## src/rtl/instr_mem_loadable.sv

```systemverilog
// Run-time loadable instruction memory: NOP clear after reset, streaming loader,
// 1-cycle registered fetch with stall hold and fault flags. Optional parity: INSTR_MEM_PARITY_EN.
module instr_mem_loadable #(
  parameter int                    DATA_WIDTH = 32,
  parameter int                    DEPTH      = 128,
  parameter int                    ADDR_WIDTH = 32,
  parameter logic [DATA_WIDTH-1:0] NOP_WORD   = '0
) (
  input  logic                  Clk,
  input  logic                  RstN,
  input  logic                  FetchReq,
  input  logic                  FetchStall,
  input  logic [ADDR_WIDTH-1:0] Address,
  output logic [DATA_WIDTH-1:0] Instruction,
  output logic                  InstrValid,
  output logic                  AddrFault,
  input  logic                  LoadStart,
  input  logic                  LoadValid,
  input  logic [DATA_WIDTH-1:0] LoadData,
  input  logic                  LoadEnd,
  output logic                  LoadReady,
  output logic                  LoadDone,
  output logic                  Busy,
  output logic                  ParityErr
);

  localparam int IW = $clog2(DEPTH);
  localparam logic [IW-1:0] LAST_IDX = IW'(DEPTH - 1);

  // Loader handshake: a word transfers on every edge where LoadValid && LoadReady.
  // LoadReady is high for the whole LOAD state; LoadEnd may arrive with or without a word.
  typedef enum logic [1:0] {CLEAR, RUN, LOAD} state_t;

  state_t              state, state_next;
  logic [IW-1:0]       ptr, ptr_next;
  logic                load_end;
  logic                wr_en;
  logic [DATA_WIDTH-1:0] wr_data;
  logic [DATA_WIDTH-1:0] mem [DEPTH];
  logic [IW-1:0]       fetch_idx;
  logic                addr_ok;
  logic                par_bad;

  assign fetch_idx = Address[IW+1:2];
  assign addr_ok   = (Address[1:0] == 2'b00) && ((Address >> (IW + 2)) == '0);
  assign Busy      = (state != RUN);
  assign LoadReady = (state == LOAD);

  always_ff @(posedge Clk or negedge RstN) begin
    if (!RstN) begin
      state <= CLEAR;
      ptr   <= '0;
    end else begin
      state <= state_next;
      ptr   <= ptr_next;
    end
  end

  // One pointer serves both the clear sweep and the load stream.
  always_comb begin
    state_next = state;
    ptr_next   = ptr;
    load_end   = 1'b0;
    wr_en      = 1'b0;
    wr_data    = NOP_WORD;
    case (state)
      CLEAR: begin
        wr_en    = 1'b1;
        ptr_next = ptr + 1'b1;
        if (ptr == LAST_IDX) state_next = RUN;
      end
      RUN: begin
        if (LoadStart) begin
          state_next = LOAD;
          ptr_next   = '0;
        end
      end
      LOAD: begin
        if (LoadValid) begin
          wr_en    = 1'b1;
          wr_data  = LoadData;
          ptr_next = ptr + 1'b1;
        end
        if ((LoadValid && (ptr == LAST_IDX)) || LoadEnd) begin
          load_end   = 1'b1;
          state_next = RUN;
        end
      end
      default: state_next = CLEAR;
    endcase
  end

  always_ff @(posedge Clk) begin
    if (wr_en) mem[ptr] <= wr_data;
  end

`ifdef INSTR_MEM_PARITY_EN
  logic par_mem [DEPTH];

  always_ff @(posedge Clk) begin
    if (wr_en) par_mem[ptr] <= ^wr_data;
  end

  assign par_bad = (^mem[fetch_idx]) != par_mem[fetch_idx];
`else
  assign par_bad = 1'b0;
`endif

  // Fetch outputs only move in RUN; a LoadStart cycle drops InstrValid even under stall.
  always_ff @(posedge Clk or negedge RstN) begin
    if (!RstN) begin
      Instruction <= NOP_WORD;
      InstrValid  <= 1'b0;
      AddrFault   <= 1'b0;
      ParityErr   <= 1'b0;
      LoadDone    <= 1'b0;
    end else begin
      LoadDone <= load_end;
      if (state == RUN) begin
        if (LoadStart) begin
          InstrValid <= 1'b0;
        end else if (!FetchStall) begin
          InstrValid <= FetchReq;
          if (FetchReq && addr_ok) begin
            Instruction <= par_bad ? NOP_WORD : mem[fetch_idx];
            AddrFault   <= 1'b0;
            ParityErr   <= par_bad;
          end else if (FetchReq) begin
            Instruction <= NOP_WORD;
            AddrFault   <= 1'b1;
            ParityErr   <= 1'b0;
          end else begin
            AddrFault   <= 1'b0;
            ParityErr   <= 1'b0;
          end
        end
      end else begin
        InstrValid <= 1'b0;
      end
    end
  end

endmodule

```

## config.mk

```make
export PLATFORM = sky130hd
export DESIGN_NAME = instr_mem_loadable
export DESIGN_NICKNAME = d
export VERILOG_FILES = /design/src/rtl/instr_mem_loadable.sv
export SDC_FILE = /design/constraint.sdc
export NUM_CORES = 2
export LEC_CHECK = 0
export CELL_PAD_IN_SITES_DETAIL_PLACEMENT = 0
export CELL_PAD_IN_SITES_GLOBAL_PLACEMENT = 1
export CORE_ASPECT_RATIO = 1.5
export CORE_MARGIN = 4
export CORE_UTILIZATION = 60
export CTS_CLUSTER_SIZE = 10
export DETAILED_ROUTE_END_ITERATION = 10
export GPL_TIMING_DRIVEN = 1
export MAX_ROUTING_LAYER = met4
export PLACE_DENSITY = 0.88
export SYNTH_ARGS = -nofsm -noshare
export SYNTH_HDL_FRONTEND = slang
export SYNTH_SLANG_ARGS = --single-unit
```

## constraint.sdc

```tcl
create_clock -name Clk -period 9.05 [get_ports Clk]
set_input_delay 1.81 -clock Clk [delete_from_list [all_inputs] [get_ports Clk]]
set_output_delay 1.81 -clock Clk [all_outputs]
set_load 0.02 [all_outputs]
```

==> summary.md <==
| Metric | Value |
|---|---|
| Post-Syn Instances | 7,412 |
| ANT nets after route | 0 |
| WP data arrival | 6.56 ns |
| Initial core utilization | 60.3% |
| Mux cell area share after synthesis | 14.2% |
| Slowest cell on crit path | a222oi_1 |
| Post-synth cell types | 49 |
| I/O Buffers | 107 |
| Max_cap viols | 0 |
| Top cell type's share of synthesized area | 77.7% |
| Fin util | 67.5% |
| Most frequent cells after synthesis | edfxtp_1, mux4_2, mux2i_1, a22oi_1, clkbuf_1 |
| Clock-pin slew on the worst setup and hold paths | 0.05 ns |
| Netlist Area Pre-Place | 158,000 um2 |
| Simple-Gate Fraction of Synth Area | 1.56% |
| Number of flops mapped to enable cells by yosys | 4,096 |
| Synth Area per Inst | 21.3 um2 |
| Area after DPL | 165,000 um2 |
| Antenna violations before repair | 28 |
| PD cells | 237 nW/um2 |
| Top post-synthesis cells by area | edfxtp_1, mux4_2, mux2i_1 |
| Synth Area in Adders | 0.00791% |
| Final Hold Fails | 0 |
| Type of the worst min-delay path | reg -> reg |
| Worst-Skew Late Latency | 0.94 ns |
| Slew @ Worst Pin | 1.41 ns |
| Xor/xnor cell area share of the yosys netlist | 0.0277% |
| Post-CTS setup buffer count | 0 |
| Register area share after synthesis | 78.4% |
| Clk_skew | 0.0647 ns |
| Unrepaired setup endpoints after global routing | no |
| H-tree Lvls | 5 |
| Post-route setup TNS | 0 ns |
| Worst-path fanout max | 70 |
| Placer Congestion | 0.942 |
| Syn_nets | 7,484 |
| First-pass GRT wire length | 631 mm |
| Final WL | 448 mm |
| Worst slew margin | 5.78% |
| Iteration-0 DRC Markers | 14.1k |
| Largest net degree at the start of global routing | 115 |
| Synth Area in Compound Gates | 4.47% |
| Failing checks | DRC |
| Top cell family by delay on the critical path | buffers and inverters |
| Vias post-DR | 83.1k |
| Die Area | 272,000 um2 |
| First-pass detailed-route iteration total | 11 |
| Cts bufs inserted | 456 |
| Layout cells sized above 1 | 22.1% |
| Hold Slack | 0.506 ns |
| Achievable Freq | 0.173 GHz |
| TritonCTS clock tree | built |
| Main flop type after synthesis | edfxtp_1 |
| Vias in the first global route | 84.6k |
| # rows | 230 |
| CP max stage delay | 0.91 ns |
| Root Driver | clkbuf_16 |
| Status | finished, violations left |
| Fin crit share | 64.0% |
| Count leader, synth | edfxtp_1 |
| Peak VDD IR | 200 uV |
| Critical path endpoint category | flop |
| I/O pin count | 109 |
| Total grt overflow | 0 |
| GRT Total Usage | 34.0% |
| Cell leakage power | 57.8 nW |
| Synth warn | 0 |
| CP Launch Type | primary input |
| Critical path cell sequence | buf_8, buf_4, and2_4, buf_4, a22oi_1, a22oi_1, a31oi_1, a222oi_1, o21ai_1 |
| Final Cell Area | 177,000 um2 |
| Critical Path RT | 9.83 ns |
| Slew Viols, Final | 0 |
| Largest family of logic cells by synthesized area | multiplexers |
| TritonCTS Sinks | 4,140 |
| Core Box Area | 262,000 um2 |
| Post-CTS sizing | 0 |
| Post-CTS Hold Buffers | 0 |
| CP Class | in -> reg |
| Min Clock Period, post-route | 5.79 ns |
| Total power | 0.0419 W |
| Area growth, synth to finish | 11.9% |
| Setup violations, final | 0 |
| Die height | 637 um |
| Post-DP HPWL | 238 mm |
| CTS Buffer Depth | 4 |
| Final net count | 7,843 |
| Routed WL per cell | 39.5 um |
| Die W | 427 um |
| Via density | 7.31 |
| Synthesis-stage register bit count | 4,140 |
| # DRC | 4 |
| Post-synth ARST share | 1.06% |
| Yosys top cell by area | edfxtp_1 |
| Bufs and invs on worst path | 3 |
layer usage:
metal | wire length, um | global-route usage [%]
met4 | 39800 | 23.1
met5 | 0 | -
met3 | 59400 | 8.71
met1 | 135000 | 40.2
met2 | 215000 | 51.7
state kept, by name (all words and copies together), names as in the netlist:
signal       cells
AddrFault        1
InstrValid       1
Instruction     32
LoadDone         1
mem           4096
ptr              7
state            2
where the power goes:
part           switching, W  internal [W]  total, W
logic               0.00277      0.000883   0.00366
clock network       0.00686       0.00913    0.0160
registers          0.000202        0.0221    0.0223
through the flow:
step                cells  worst slack (ns)
CTS                 11348              3.47
detailed placement  10793              2.52
global placement    10793              2.56
floorplan            7412              4.56
finish              11366              3.26
global route        11359              2.99
cell type report:
type / instances / area, um2
multi-input combinational: 2813 / 33200
clock inverter: 10 / 116
sequential: 4140 / 124000
clock buffer: 545 / 12000
timing repair buffer: 355 / 3130
fill: 15091 / 85200
antenna: 18 / 45.0
tap: 3480 / 4350
inverter: 5 / 20.0
kinds of logic after synthesis:
family / count (synthesis)
DFF: 4140
muxes: 1312
AOI/OAI and AO/OA: 971
and+or+nand+nor: 523
buffers and inverters: 459
xor gates and xnor gates: 5
adders and majority gates: 1
other: 1
path summary, 6_finish.rpt:
| kind | from | endpoint | slack, ns | depth (start not counted) |
|---|---|---|---|---|
| min in group asynchronous | RstN | AddrFault$_DFFE_PN0P_ | 1.07 | 2 |
| worst max-delay path | Address[2] | Instruction[20]$_DFFE_PN0P_ | 3.26 | 9 |
| max in group asynchronous | RstN | Instruction[11]$_DFFE_PN0P_ | 7.42 | 2 |
| worst min register to register | AddrFault$_DFFE_PN0P_ | AddrFault$_DFFE_PN0P_ | 0.51 | 1 |
| worst min-delay path | AddrFault$_DFFE_PN0P_ | AddrFault$_DFFE_PN0P_ | 0.51 | 1 |
| worst max register to register | ptr[6]$_DFFE_PN0P_ | mem[94][12]$_DFFE_PP_ | 5.15 | 4 |
layout by cell type (no fill, tap or decap), types with 5 or more instances in the layout:
master           netlist  final
nand4_1                5      5
nor2b_4                0      7
edfxtp_1            4096   4096
o21ai_0               98     97
and3_4                 0     32
a221o_1               33     33
o2111ai_1             32     32
nor2b_1               17      7
a22o_1               160    160
nand2b_1              37     36
clkbuf_1             241     77
a21oi_1              132    132
a31oi_1               32     32
o22ai_1               33     33
buf_12                 0     15
nand2_2                0      7
nor2_2                 1     22
diode_2                0     18
nand2_1               87     80
nor2_4                 0    110
clkdlybuf4s50_1        0    100
nand3_1              135    133
buf_4                 19    235
mux4_2               737    737
xor2_1                 5      5
nor2_1               177     46
o21ai_1               33     34
mux2_2                64     64
a222oi_1              32     32
a22oi_1              254    254
clkbuf_16              0    468
dfrtp_1               44     44
a221oi_1              95     95
nor4_1                 5      5
o211ai_1              32     32
inv_6                  0      5
mux2i_1              511    511
Power figures use the tool's default switching activity.
